===== config.mk =====
export PLATFORM = sky130hd
export DESIGN_NAME = snake_body_streamer_flat
export DESIGN_NICKNAME = d
export VERILOG_FILES = /design/src/rtl/snake_body_streamer_if.sv /design/src/rtl/snake_body_streamer.sv /design/src/flat_wrapper.sv
export SDC_FILE = /design/constraint.sdc
export NUM_CORES = 1
export LEC_CHECK = 0
export ABC_CLOCK_PERIOD_IN_PS = 5500
export CELL_PAD_IN_SITES_DETAIL_PLACEMENT = 1
export CELL_PAD_IN_SITES_GLOBAL_PLACEMENT = 2
export CORE_MARGIN = 5
export CORE_UTILIZATION = 44
export CTS_CLUSTER_DIAMETER = 50
export DETAILED_ROUTE_END_ITERATION = 10
export GPL_TIMING_DRIVEN = 1
export MAX_ROUTING_LAYER = met4
export PLACE_DENSITY_LB_ADDON = 0.1
export SLEW_MARGIN = 20
export SYNTH_ARGS = -nofsm -noshare
export SYNTH_HDL_FRONTEND = slang
export SYNTH_SLANG_ARGS = --single-unit

===== constraint.sdc =====
create_clock -name clock_25 -period 5.5 [get_ports clock_25]
set_input_delay 1.1 -clock clock_25 [delete_from_list [all_inputs] [get_ports clock_25]]
set_output_delay 1.1 -clock clock_25 [all_outputs]
set_load 0.02 [all_outputs]

===== src/rtl/snake_body_streamer_if.sv =====
// snake_body_streamer_if
// Bundles the move/frame request inputs and the snake state / body stream
// outputs of snake_body_streamer.
//   master : game logic / testbench side (drives requests, observes state)
//   slave  : snake_body_streamer side
// Signals:
//   move_tick, direction[1:0], grow, frame_start      requests
//   snake_head_x/y[6:0]                               head block coordinate
//   snake_body_x/y[6:0], en_snake_body                serial segment stream
//   snake_length[LEN_W-1:0], wall_hit, self_collision, busy   status
interface snake_body_streamer_if #(
    parameter int LEN_W = 6
);
    logic             move_tick;
    logic [1:0]       direction;
    logic             grow;
    logic             frame_start;
    logic [6:0]       snake_head_x;
    logic [6:0]       snake_head_y;
    logic [6:0]       snake_body_x;
    logic [6:0]       snake_body_y;
    logic             en_snake_body;
    logic [LEN_W-1:0] snake_length;
    logic             wall_hit;
    logic             self_collision;
    logic             busy;

    modport master (
        output move_tick, direction, grow, frame_start,
        input  snake_head_x, snake_head_y, snake_body_x, snake_body_y,
               en_snake_body, snake_length, wall_hit, self_collision, busy
    );

    modport slave (
        input  move_tick, direction, grow, frame_start,
        output snake_head_x, snake_head_y, snake_body_x, snake_body_y,
               en_snake_body, snake_length, wall_hit, self_collision, busy
    );
endinterface


===== src/rtl/snake_body_streamer.sv =====
// snake_body_streamer
// Holds the snake segment list on a 124x81 block playfield, advances it one
// cell per move request (optionally growing), checks wall and self collision,
// and streams every segment coordinate once per frame request.
// Ports:
//   clock_25  25 MHz system clock
//   reset     asynchronous, active-low
//   bus       snake_body_streamer_if.slave (requests in, state/stream out)
//
// state    | meaning
// ---------+-----------------------------------------------------------
// S_IDLE   | waiting; services pending frame first, then pending move
// S_MOVE   | one cycle: wall check, shift segments, optional growth
// S_CHECK  | compares head against seg[1..length-1], one per cycle
// S_STREAM | drives seg[0..length-1] on the body bus, one per cycle
module snake_body_streamer #(
    parameter int MAX_LEN = 32,
    parameter int LEN_W   = 6
) (
    input  logic                  clock_25,
    input  logic                  reset,
    snake_body_streamer_if.slave  bus
);
    localparam int               IDX_W     = $clog2(MAX_LEN);
    localparam logic [LEN_W-1:0] MAX_LEN_L = LEN_W'(MAX_LEN);
    localparam logic [LEN_W-1:0] ONE       = LEN_W'(1);

    typedef enum logic [1:0] {S_IDLE, S_MOVE, S_CHECK, S_STREAM} state_t;

    state_t           state_q, state_d;
    logic [6:0]       seg_x_q [MAX_LEN];
    logic [6:0]       seg_y_q [MAX_LEN];
    logic [6:0]       seg_x_d [MAX_LEN];
    logic [6:0]       seg_y_d [MAX_LEN];
    logic [LEN_W-1:0] length_q, length_d;
    logic [LEN_W-1:0] idx_q, idx_d;
    logic [1:0]       dir_q, dir_d;
    logic             move_pend_q, move_pend_d;
    logic             frame_pend_q, frame_pend_d;
    logic [1:0]       mv_dir_q, mv_dir_d;
    logic             mv_grow_q, mv_grow_d;
    logic             wall_hit_q, wall_hit_d;
    logic             self_col_q, self_col_d;
    logic [6:0]       body_x_q, body_x_d;
    logic [6:0]       body_y_q, body_y_d;
    logic             en_q, en_d;
    logic             busy_q, busy_d;

    logic             frozen;
    logic [1:0]       eff_dir;
    logic [6:0]       new_x, new_y;
    logic             off_grid;
    logic [IDX_W-1:0] sel;

    always_comb begin
        state_d      = state_q;
        length_d     = length_q;
        idx_d        = idx_q;
        dir_d        = dir_q;
        move_pend_d  = move_pend_q;
        frame_pend_d = frame_pend_q;
        mv_dir_d     = mv_dir_q;
        mv_grow_d    = mv_grow_q;
        wall_hit_d   = wall_hit_q;
        self_col_d   = self_col_q;
        body_x_d     = body_x_q;
        body_y_d     = body_y_q;
        for (int i = 0; i < MAX_LEN; i++) begin
            seg_x_d[i] = seg_x_q[i];
            seg_y_d[i] = seg_y_q[i];
        end

        frozen = wall_hit_q | self_col_q;
        sel    = idx_q[IDX_W-1:0];

        // Reversal codes differ only in bit 1 (00/10, 01/11).
        eff_dir  = ((mv_dir_q ^ dir_q) == 2'b10) ? dir_q : mv_dir_q;
        new_x    = seg_x_q[0];
        new_y    = seg_y_q[0];
        off_grid = 1'b0;
        case (eff_dir)
            2'b00: begin
                off_grid = (seg_y_q[0] == 7'd0);
                new_y    = seg_y_q[0] - 7'd1;
            end
            2'b01: begin
                off_grid = (seg_x_q[0] == 7'd123);
                new_x    = seg_x_q[0] + 7'd1;
            end
            2'b10: begin
                off_grid = (seg_y_q[0] == 7'd80);
                new_y    = seg_y_q[0] + 7'd1;
            end
            default: begin
                off_grid = (seg_x_q[0] == 7'd0);
                new_x    = seg_x_q[0] - 7'd1;
            end
        endcase

        // Request capture: every request lands in its pending latch first;
        // IDLE then services the latches in the same cycle.
        if (bus.frame_start) begin
            frame_pend_d = 1'b1;
        end
        if (bus.move_tick && !move_pend_q && !frozen) begin
            move_pend_d = 1'b1;
            mv_dir_d    = bus.direction;
            mv_grow_d   = bus.grow;
        end
        if (frozen) begin
            move_pend_d = 1'b0;
        end

        case (state_q)
            S_IDLE: begin
                if (frame_pend_d) begin
                    state_d      = S_STREAM;
                    frame_pend_d = 1'b0;
                    body_x_d     = seg_x_q[0];
                    body_y_d     = seg_y_q[0];
                    idx_d        = ONE;
                end else if (move_pend_d) begin
                    state_d     = S_MOVE;
                    move_pend_d = 1'b0;
                end
            end
            S_MOVE: begin
                dir_d = eff_dir;
                if (off_grid) begin
                    wall_hit_d = 1'b1;
                    state_d    = S_IDLE;
                end else begin
                    for (int i = 1; i < MAX_LEN; i++) begin
                        seg_x_d[i] = seg_x_q[i-1];
                        seg_y_d[i] = seg_y_q[i-1];
                    end
                    seg_x_d[0] = new_x;
                    seg_y_d[0] = new_y;
                    // The shift already copies the old tail into seg[length].
                    if (mv_grow_q && (length_q < MAX_LEN_L)) begin
                        length_d = length_q + ONE;
                    end
                    idx_d   = ONE;
                    state_d = S_CHECK;
                end
            end
            S_CHECK: begin
                if ((seg_x_q[0] == seg_x_q[sel]) && (seg_y_q[0] == seg_y_q[sel])) begin
                    self_col_d = 1'b1;
                end
                if (idx_q == (length_q - ONE)) begin
                    state_d = S_IDLE;
                end else begin
                    idx_d = idx_q + ONE;
                end
            end
            S_STREAM: begin
                if (idx_q == length_q) begin
                    state_d = S_IDLE;
                end else begin
                    body_x_d = seg_x_q[sel];
                    body_y_d = seg_y_q[sel];
                    idx_d    = idx_q + ONE;
                end
            end
            default: state_d = S_IDLE;
        endcase

        en_d   = (state_d == S_STREAM);
        busy_d = (state_d != S_IDLE);
    end

    always_ff @(posedge clock_25 or negedge reset) begin
        if (!reset) begin
            state_q <= S_IDLE;
            for (int i = 0; i < MAX_LEN; i++) begin
                seg_x_q[i] <= '0;
                seg_y_q[i] <= '0;
            end
            seg_x_q[0]   <= 7'd62;
            seg_x_q[1]   <= 7'd61;
            seg_x_q[2]   <= 7'd60;
            seg_y_q[0]   <= 7'd40;
            seg_y_q[1]   <= 7'd40;
            seg_y_q[2]   <= 7'd40;
            length_q     <= LEN_W'(3);
            idx_q        <= '0;
            dir_q        <= 2'b01;
            move_pend_q  <= 1'b0;
            frame_pend_q <= 1'b0;
            mv_dir_q     <= 2'b01;
            mv_grow_q    <= 1'b0;
            wall_hit_q   <= 1'b0;
            self_col_q   <= 1'b0;
            body_x_q     <= '0;
            body_y_q     <= '0;
            en_q         <= 1'b0;
            busy_q       <= 1'b0;
        end else begin
            state_q <= state_d;
            for (int i = 0; i < MAX_LEN; i++) begin
                seg_x_q[i] <= seg_x_d[i];
                seg_y_q[i] <= seg_y_d[i];
            end
            length_q     <= length_d;
            idx_q        <= idx_d;
            dir_q        <= dir_d;
            move_pend_q  <= move_pend_d;
            frame_pend_q <= frame_pend_d;
            mv_dir_q     <= mv_dir_d;
            mv_grow_q    <= mv_grow_d;
            wall_hit_q   <= wall_hit_d;
            self_col_q   <= self_col_d;
            body_x_q     <= body_x_d;
            body_y_q     <= body_y_d;
            en_q         <= en_d;
            busy_q       <= busy_d;
        end
    end

    assign bus.snake_head_x   = seg_x_q[0];
    assign bus.snake_head_y   = seg_y_q[0];
    assign bus.snake_body_x   = body_x_q;
    assign bus.snake_body_y   = body_y_q;
    assign bus.en_snake_body  = en_q;
    assign bus.snake_length   = length_q;
    assign bus.wall_hit       = wall_hit_q;
    assign bus.self_collision = self_col_q;
    assign bus.busy           = busy_q;
endmodule


===== src/flat_wrapper.sv =====
// flat-port wrapper written by rule: the top's interface ports become plain ports
module snake_body_streamer_flat 
#(
    parameter int MAX_LEN = 32,
    parameter int LEN_W   = 6
)
  (clock_25, reset, bus_move_tick, bus_direction, bus_grow, bus_frame_start, bus_snake_head_x, bus_snake_head_y, bus_snake_body_x, bus_snake_body_y, bus_en_snake_body, bus_snake_length, bus_wall_hit, bus_self_collision, bus_busy);
  snake_body_streamer_if #(.LEN_W(LEN_W)) bus_i ();
  input  logic clock_25;
  input  logic reset;
  input wire logic [$bits(bus_i.move_tick)-1:0] bus_move_tick;
  input wire logic [$bits(bus_i.direction)-1:0] bus_direction;
  input wire logic [$bits(bus_i.grow)-1:0] bus_grow;
  input wire logic [$bits(bus_i.frame_start)-1:0] bus_frame_start;
  output wire logic [$bits(bus_i.snake_head_x)-1:0] bus_snake_head_x;
  output wire logic [$bits(bus_i.snake_head_y)-1:0] bus_snake_head_y;
  output wire logic [$bits(bus_i.snake_body_x)-1:0] bus_snake_body_x;
  output wire logic [$bits(bus_i.snake_body_y)-1:0] bus_snake_body_y;
  output wire logic [$bits(bus_i.en_snake_body)-1:0] bus_en_snake_body;
  output wire logic [$bits(bus_i.snake_length)-1:0] bus_snake_length;
  output wire logic [$bits(bus_i.wall_hit)-1:0] bus_wall_hit;
  output wire logic [$bits(bus_i.self_collision)-1:0] bus_self_collision;
  output wire logic [$bits(bus_i.busy)-1:0] bus_busy;
  assign bus_i.move_tick = bus_move_tick;
  assign bus_i.direction = bus_direction;
  assign bus_i.grow = bus_grow;
  assign bus_i.frame_start = bus_frame_start;
  assign bus_snake_head_x = bus_i.snake_head_x;
  assign bus_snake_head_y = bus_i.snake_head_y;
  assign bus_snake_body_x = bus_i.snake_body_x;
  assign bus_snake_body_y = bus_i.snake_body_y;
  assign bus_en_snake_body = bus_i.en_snake_body;
  assign bus_snake_length = bus_i.snake_length;
  assign bus_wall_hit = bus_i.wall_hit;
  assign bus_self_collision = bus_i.self_collision;
  assign bus_busy = bus_i.busy;
  snake_body_streamer #(.MAX_LEN(MAX_LEN), .LEN_W(LEN_W)) u_core (.clock_25(clock_25), .reset(reset), .bus(bus_i));
endmodule

# == Word level (Yosys, flattened, before mapping) ==
# Cells that the tools add are included.
# W data, S select, Z words.
# word_totals
in_bits,7
latchBits,0
word_cells,164
mem_bits_ro,0
memories,0
register_bits,487
ram_bits,0
# classes
n_reduce_logical,22
mux,33
n_bitwise,5
n_mul,0
order_cmp,2
add_sub_neg,7
eq_ne,17
shifts,0
div,0
# ops
cell,count
$bmux W7 S5,2
$mux W7,8
$pmux W7 S2,4
$mux W6,4
$pmux W6 S4,1
$add A7 B1 Y7 const B,2
$eq A7 B7 Y1,2
$eq A7 B7 Y1 const B,2
$logic_not A7 Y1,2
$sub A7 B1 Y7 const B,2
$add A6 B1 Y6 const B,2
$eq A6 B6 Y1,2
$mux W2,6
$reduce_and A3 Y1,4
$eq A2 B2 Y1 const B,5
$pmux W2 S4,1
$ge A6 B6 Y1 const B,1
$lt A6 B6 Y1 const B,1
$mux W1,6
$ne A2 B2 Y1 const B,3
$not A5 Y6,1
$reduce_and A2 Y1,3
$reduce_bool A2 Y1,3
$sub A6 B1 Y6 const B,1
11 further kinds,18

# == Logic depth before layout (Yosys ltp) ==
# Gate-level depths: netlist of the first run.
# depth
depth_word,9
ltp_mapped,11
mapped_depth_nobuf,10

# == Worst setup path before layout of the first run ==
# OpenSTA, ideal clock, no wires.
# synth_timing
path_type,reg-to-reg
startpoint,"register u_core.length_q[0], in the netlist u_core.bus.snake_length[0]"
endpoint,register u_core.idx_q[3]
n_path_buf,1
path_stages_with_launch,11
setup_ps,80
setup_slack_ps,2814
t_arrival_ps,2606
cell_sequence,dfstp_2 -> clkbuf_1 -> inv_1 -> ha_1 -> and2_1 -> a211o_1 -> a31oi_1 -> a2111oi_1 -> a211o_1 -> or3_1 -> a21oi_1
# synth_via
elab_chain_len,4
word_cells_on_any_way,6
classes_between,add/sub (1); eq/ne (4); reduce/logical (1)
# synth_lines
item,line,text
"start, declared",snake_body_streamer.sv:35,"logic [LEN_W-1:0] length_q, length_d;"
"start signal, assigned",snake_body_streamer.sv:205,length_q <= length_d;
$sub A6 B1 Y6,snake_body_streamer.sv:151,if (idx_q == (length_q - ONE)) begin
$eq A6 B6 Y1,snake_body_streamer.sv:151,
$ne A2 B2 Y1 (no source line),--,
$reduce_and A4 Y1 (no source line) (*),--,
"end signal, assigned",snake_body_streamer.sv:206,idx_q <= idx_d;
"end, declared",snake_body_streamer.sv:36,"logic [LEN_W-1:0] idx_q, idx_d;"
# Mark *: on every way between the ends. The rest lies on a longest branch, timed or not.
# A chain may end at the register's enable or synchronous reset.

# == Final worst setup path of the first run ==
# layout_timing
startpoint,register u_core.idx_q[2]
endpoint,"register u_core.self_col_q, in the netlist u_core.bus.self_collision"
# layout_via
elab_chain_len,7
word_cells_on_any_way,11
classes_between,eq/ne (2); mux (6); bitwise (1); reduce/logical (2)
# layout_lines
item,line,text
$not A5 Y6 (not written as such) (*),snake_body_streamer.sv:148,if ((seg_x_q[0] == seg_x_q[sel]) && (seg_y_q[0] == seg_y_q[sel])) begin
$bmux W7 S5,snake_body_streamer.sv:148,
$mux W7 (not written as such) (2 in a row),snake_body_streamer.sv:148,
$eq A7 B7 Y1,snake_body_streamer.sv:148,
$logic_and A1 B1 Y1 (*),snake_body_streamer.sv:148,
$reduce_and A2 Y1 (no source line) (*),--,
"end signal, assigned",snake_body_streamer.sv:213,self_col_q <= self_col_d;
"end, declared",snake_body_streamer.sv:43,"logic self_col_q, self_col_d;"
# Mark *: on every way between the ends. The rest lies on a longest branch, timed or not. The select of a mux whose other input is x is not followed.

==> results.py, run 1 <==
metrics = {
    "status": {
        "status": "completed",
    },
    "power": {
        "p_leak_nw": 13.3,
        "powerDensity_nw_per_um2": 301,
        "total_power_mw": 7.92,
        "ir_worst_vdd_v": 0.000220,
    },
    "placement": {
        "placed_area_um2": 24100,
        "io_buffer_count": 44,
        "dp.cells": 3084,
        "place.gp.congestion": 0.804,
        "post-dp-hpwl_um": 37700,
    },
    "sta": {
        "timing.fmax_mhz": 257,
        "fin_hold_ws_ps": 466,
        "slew_headroom_pct": 31.2,
        "setup_viol": 0,
        "timing.final.hold_violations": 0,
        "period_share_pct": 70.9,
        "tns_ps": 0,
        "fin_skew_ps": 14.8,
        "period_needed_ps": 3900,
        "worst_pin_slew_ps": 1030,
        "slew_viol_final": 0,
        "rsz0062_at_grt": "no",
    },
    "detailed_routing": {
        "wl_met2_um": 29500,
        "drc": 0,
        "top_layer": "met4",
        "m1WireLength_um": 29700,
        "wire_per_inst_um": 19.6,
        "dr.pass1.iters": 8,
        "vias": 17400,
        "dr_wl_met3_um": 2290,
        "via_per_inst": 5.45,
        "ant_nets": 0,
        "dr.first_iter.drc_count": 1112,
        "drt-total-wl_um": 62700,
    },
    "die": {
        "die_h_um": 240,
        "die_w_um": 240,
        "core_area_um2": 52600,
        "die_area_um2": 57700,
        "row_count": 84,
        "ios": 45,
        "start_util_pct": 44.4,
    },
    "critical_path": {
        "crit_cells": 7,
        "reg2regPathDepth": 7,
        "critPathLaunchType": "flip-flop",
        "crit_end": "u_core.bus.self_collision$_DFFE_PN0P_",
        "cp_cell_sequence": "buf_4, and2_1, a221oi_1, o21ai_0, nand4_1, nor4b_1, a41o_1",
        "crit_slowest_cell": "and2_1",
        "required_ps": 6010,
        "startpoint": "u_core.idx_q[2]$_DFFE_PN0P_",
        "slowest_delay_ps": 880,
        "endpoint_kind": "flip-flop",
        "r2r-start": "u_core.idx_q[2]$_DFFE_PN0P_",
        "arrival_ps": 4410,
        "worst-path-max-fanout": 24,
        "path_buf_inv": 1,
        "cp_top_family": "simple AND/OR/NAND/NOR gates",
        "crit_type": "flip-flop to flip-flop",
        "rrSetupSlack_ps": 1600,
        "r2r-end": "u_core.bus.self_collision$_DFFE_PN0P_",
    },
    "layout": {
        "multi_input_area_um2": 10100,
        "seq_area_um2": 12200,
        "drive_gt1_share_pct": 11.1,
        "area_delta_synth_final_pct": 12.7,
        "insertedDiodeCount": 0,
        "layoutNonFillerInstCount": 3199,
        "nets": 2490,
        "final_area_um2": 26300,
        "fillers": 5907,
    },
    "synthesis": {
        "synth_cells": 2490,
        "synth_edf_count": 0,
        "mappedNetlistArea_um2": 23300,
        "ys_ff_latch": 487,
        "yosysUniqueCellTypes": 72,
        "syn-num-nets": 2516,
        "synth_flop_cell": "dfrtp_1",
        "avgSynthCellArea_um2": 9.36,
        "synth_async_sr_flop_share_pct": 100,
        "yosys_warnings": 0,
        "ys_seq_area_share_pct": 52.4,
    },
    "worst_hold_path": {
        "hold_path.class": "flip-flop to flip-flop",
        "min_from": "u_core.seg_y_q[215]$_DFFE_PN1P_",
    },
    "cts": {
        "cts_tree": "built",
        "cts-buffers-inserted": 66,
        "cts.htree.levels": 3,
        "root_buffer": "clkbuf_16",
        "clock_latency_ps": 580,
        "cts_setup_buffers": 0,
        "hold_buffers": 0,
        "cts.clk_slew.worst_paths_ps": 60,
        "cts_buffer_depth": 3,
        "cts_sinks": 487,
        "ctsResizeCount": 0,
    },
    "grt": {
        "grt_pass1_wl_um": 103000,
        "antenna_found_initial": 2,
        "grt_max_degree": 189,
        "grt_pass1_vias": 18500,
        "grt.total_usage_pct": 22.9,
        "globalRoute.totalOverflow": 0,
    },
    "flow_run": {
        "cap_viol_max_count": 0,
    },
}
==> flip-flops by register name, indices dropped and copies added, names as in the netlist, 6 cells and up <==
| signal | cells |
|---|---|
| u_core.idx_q | 6 |
| u_core.seg_y_q | 217 |
| u_core.bus.snake_length | 6 |
| u_core.bus.snake_body_x | 7 |
| u_core.seg_x_q | 217 |
| u_core.bus.snake_head_y | 7 |
| u_core.bus.snake_head_x | 7 |
| u_core.bus.snake_body_y | 7 |
==> worst reg2reg max path, cell delays in order (launching register included) <==
cell      delay (ps)
dfrtp_2          720
buf_4            490
and2_1           880
a221oi_1         320
o21ai_0          290
nand4_1          160
nor4b_1          720
a41o_1           260
==> cell families after synthesis <==
kind of cell    synth area share, %
xor+xnor                       1.20
buf+inv                        4.15
fa+ha+maj                      1.08
simple gates                   23.9
mux                            12.2
flops                          52.4
compound gates                 5.04
==> placed cells by master, fill, tap and decap left out, types with 8 or more instances in the layout <==
master	n
a21o_1	10
dfstp_2	24
mux4_2	79
buf_4	17
xor2_1	12
o21ai_0	22
a211oi_1	14
and2_1	8
dfrtp_1	460
clkbuf_1	16
clkbuf_16	71
or3_1	10
inv_1	17
mux2i_1	69
clkinvlp_4	8
ha_1	17
nor3_1	13
nor2_1	32
mux2_2	28
xnor2_1	20
o221ai_1	22
buf_12	12
a21oi_1	26
clkdlybuf4s50_1	43
a22o_1	9
nand2_1	1319
==> cell usage after synthesis, drive strengths merged (4+ instances only) <==
cell type  instances  area [um2]
nand2           1319        4950
dfrtp            463       11600
buf              110         687
mux4              81        1830
mux2i             69         691
clkbuf            57         214
nor2              33         124
mux2              28         315
a21oi             26         130
dfstp             24         631
o21ai             23         115
o221ai            22         193
xnor2             20         175
inv               18        67.6
ha                17         213
a211oi            16         130
nor3              13        65.1
xor2              12         105
a21o              10        75.1
or3               10        62.6
a22o               9        78.8
and2               8        50.1
nor2b              7        43.8
a2111oi            6        60.1
a31oi              6        37.5
nand3              6        30.0
nand4              6        37.5
a211o              5        43.8
o22ai              5        31.3
a2bb2oi            4        35.0
nand2b             4        25.0
nor4               4        25.0
nor4b              4        41.3
==> routing by layer <==
layer  vias to the layer above  track usage [%]
met5                         -                -
met4                         0             5.24
met3                       102             3.52
met2                       257             36.0
met1                      8980             31.8
li1                       8087                -
==> power by group <==
| group | leakage (nW) | switching [mW] | internal [mW] |
|---|---|---|---|
| Combinational | 5.62 | 0.0812 | 0.0171 |
| Sequential | 6.68 | 0.00272 | 3.59 |
| Clock | 1.03 | 1.62 | 2.61 |
==> cell type report <==
class                           count  area share (%)
Sequential cell                   487            46.5
Multi-Input combinational cell   1818            38.6
Clock buffer                       92            7.25
Tap cell                          688            3.28
Timing Repair Buffer               73            3.09
Clock inverter                     23           0.981
Inverter                           18           0.257
==> how the worst min path moves through the flow <==
stage,depth (start not counted),to
final,2,u_core.seg_y_q[208]$_DFFE_PN1P_
after floorplan,2,u_core.seg_y_q[0]$_DFFE_PN0P_
after global placement,2,u_core.seg_x_q[5]$_DFFE_PN0P_
after CTS,2,u_core.seg_x_q[205]$_DFFE_PN1P_
after global routing,2,u_core.seg_y_q[208]$_DFFE_PN1P_
after detailed placement,2,u_core.seg_y_q[206]$_DFFE_PN1P_
==> stage by stage <==
stage,util (%),setup WS [ps]
floorplan,-,2810
global placement,45.9,1750
detailed placement,45.9,1670
CTS,50.0,1580
global route,50.0,1360
finish,50.0,1600
Note: power is estimated with default switching activity, not from simulation.
==> run 2: changes to the inputs <==
Settings changed: ABC_CLOCK_PERIOD_IN_PS 5500 to 3200, CORE_UTILIZATION 44 to 36.
Clock period 5.5 ns to 3.2 ns, I/O delays scaled along.
==> results.py, run 2 (synthesis results as in run 1) <==
metrics = {
    "power": {
        "total_power_mw": 14.4,
        "ir_worst_vdd_v": 0.000260,
        "p_leak_nw": 14.0,
        "powerDensity_nw_per_um2": 520,
    },
    "sta": {
        "setup_viol": 0,
        "period_share_pct": 97.3,
        "fin_skew_ps": 21.6,
        "timing.fmax_mhz": 321,
        "worst_pin_slew_ps": 806,
        "slew_headroom_pct": 46.2,
        "timing.final.hold_violations": 0,
        "slew_viol_final": 0,
        "rsz0062_at_grt": "yes",
        "period_needed_ps": 3110,
    },
    "critical_path": {
        "critPathLaunchType": "flip-flop",
        "crit_slowest_cell": "or3b_2",
        "arrival_ps": 3640,
        "crit_type": "flip-flop to flip-flop",
        "rrSetupSlack_ps": 90,
        "required_ps": 3730,
        "cp_cell_sequence": "or3b_2, buf_4, o221ai_1, a211oi_1, o21ai_0, nand4_1, nor4b_2, buf_4, a41o_1",
        "slowest_delay_ps": 710,
        "crit_top_cell": "buf_4",
        "endpoint_kind": "flip-flop",
        "worst-path-max-fanout": 9,
    },
    "placement": {
        "place.gp.congestion": 0.784,
        "post-dp-hpwl_um": 42600,
        "placed_area_um2": 25200,
        "io_buffer_count": 44,
    },
    "detailed_routing": {
        "via_per_inst": 5.08,
        "dr.first_iter.drc_count": 1129,
        "ant_nets": 0,
        "drt-total-wl_um": 66300,
        "drc": 0,
        "vias": 17600,
        "dr.pass1.iters": 5,
        "wire_per_inst_um": 19.1,
    },
    "die": {
        "die_area_um2": 70000,
        "die_h_um": 264,
        "ios": 45,
        "core_area_um2": 64300,
        "die_w_um": 264,
        "start_util_pct": 36.2,
        "row_count": 93,
    },
    "flow_run": {
        "cap_viol_max_count": 0,
    },
    "layout": {
        "drive_gt1_share_pct": 14.6,
        "mostFrequentLayoutCells": "nand2_1, dfrtp_1, mux4_2",
        "largest_registers": "u_core.seg_x_q x217, u_core.seg_y_q x217",
        "nets": 2576,
        "layout_commonest_cell": "nand2_1",
        "area_delta_synth_final_pct": 18.7,
        "final_area_um2": 27700,
        "multi_input_area_um2": 10200,
        "seq_area_um2": 12200,
        "fillers": 7231,
    },
    "grt": {
        "grt_pass1_vias": 18500,
        "grt_max_degree": 76,
        "antenna_found_initial": 2,
        "globalRoute.totalOverflow": 0,
        "grt_pass1_wl_um": 108000,
        "grt.total_usage_pct": 19.6,
    },
    "cts": {
        "root_buffer": "clkbuf_16",
        "cts_buffer_depth": 3,
        "cts.clk_slew.worst_paths_ps": 60,
        "cts_sinks": 487,
        "clock_latency_ps": 610,
        "cts.htree.levels": 3,
        "hold_buffers": 0,
        "cts_tree": "built",
        "cts-buffers-inserted": 73,
    },
    "status": {
        "status": "completed",
    },
    "worst_hold_path": {
        "hold_path.class": "input pin to asynchronous set/reset pin",
    },
}
-- run 2: changes by cell type in the layout (fill, tap and decap cells not counted), moves of 2 or more --
cell,before,now
diode_2,0,2
bufinv_16,4,6
buf_12,12,35
clkbuf_16,71,74
clkbuf_8,5,10
clkinv_4,4,8
clkinvlp_4,8,5
buf_4,17,73
clkinv_2,5,10
inv_6,2,4
clkbuf_1,16,11
clkinv_8,0,3
-- run 2: cell type report --
class	instances	area share [%]
repair buffers	152	6.12
clock inverters	36	1.52
flip-flops and latches	487	44.2
diodes	2	0.0181
multi-input cells	1818	36.7
inverters	18	0.244
well taps	855	3.86
clock buffers	95	7.34
-- run 2: critical path, delay by kind of cell, from the launching register on --
kind | cells | cell delay (ps)
DFF | 1 | 530
AOI/OAI and AO/OA | 4 | 810
and+or+nand+nor | 3 | 1260
buffers and inverters | 2 | 430
-- run 2: path summary, 6_finish.rpt --
| path | startpoint | to | cells past startpoint |
|---|---|---|---|
| worst min-delay path | reset | u_core.seg_y_q[100]$_DFFE_PN0P_ | 1 |
| worst max-delay path | u_core.idx_q[0]$_DFFE_PN0P_ | u_core.bus.self_collision$_DFFE_PN0P_ | 9 |
| worst min register to register | u_core.seg_x_q[215]$_DFFE_PN1P_ | u_core.seg_x_q[208]$_DFFE_PN1P_ | 2 |
| max in group asynchronous | reset | u_core.seg_x_q[42]$_DFFE_PN0P_ | 2 |
| min in group clock_25 | u_core.seg_x_q[215]$_DFFE_PN1P_ | u_core.seg_x_q[208]$_DFFE_PN1P_ | 2 |
| worst max register to register | u_core.idx_q[0]$_DFFE_PN0P_ | u_core.bus.self_collision$_DFFE_PN0P_ | 9 |
-- run 2: metrics by stage --
step                      TNS (ps)  std cells  utilization, %  hold WS (ps)  setup slack (ps)
after floorplan                  0       2490               -           344               514
after CTS                        0       3461            43.0          43.7              3.97
after global routing         -42.1       3461            43.0          86.3             -42.1
final                            0       3463            43.0          57.8              86.5
after detailed placement     -92.6       3330            39.2           462             -92.6
after global placement        -114       3330            39.2           451              -114
-- run 2: metal layers --
| metal | part of all wire [%] | global-route usage [%] | vias up |
|---|---|---|---|
| li1 | - | - | 8267 |
| met1 | 50 | 28.4 | 9003 |
| met2 | 45 | 29.6 | 241 |
| met3 | 3.6 | 2.83 | 79 |
| met4 | 1.6 | 4.50 | 0 |
| met5 | 0 | - | - |
-- run 2: power by group --
part	switching [mW]	internal, mW
clock network	3.03	4.99
registers	0.00521	6.17
logic	0.147	0.0431
total	3.18	11.2
-- run 2: what timing repair did --
item                       CTS  global route
setup endpoints to repair    1           249
hold endpoints to repair     0             0
gates resized for setup      1             2
setup buffers                0             0
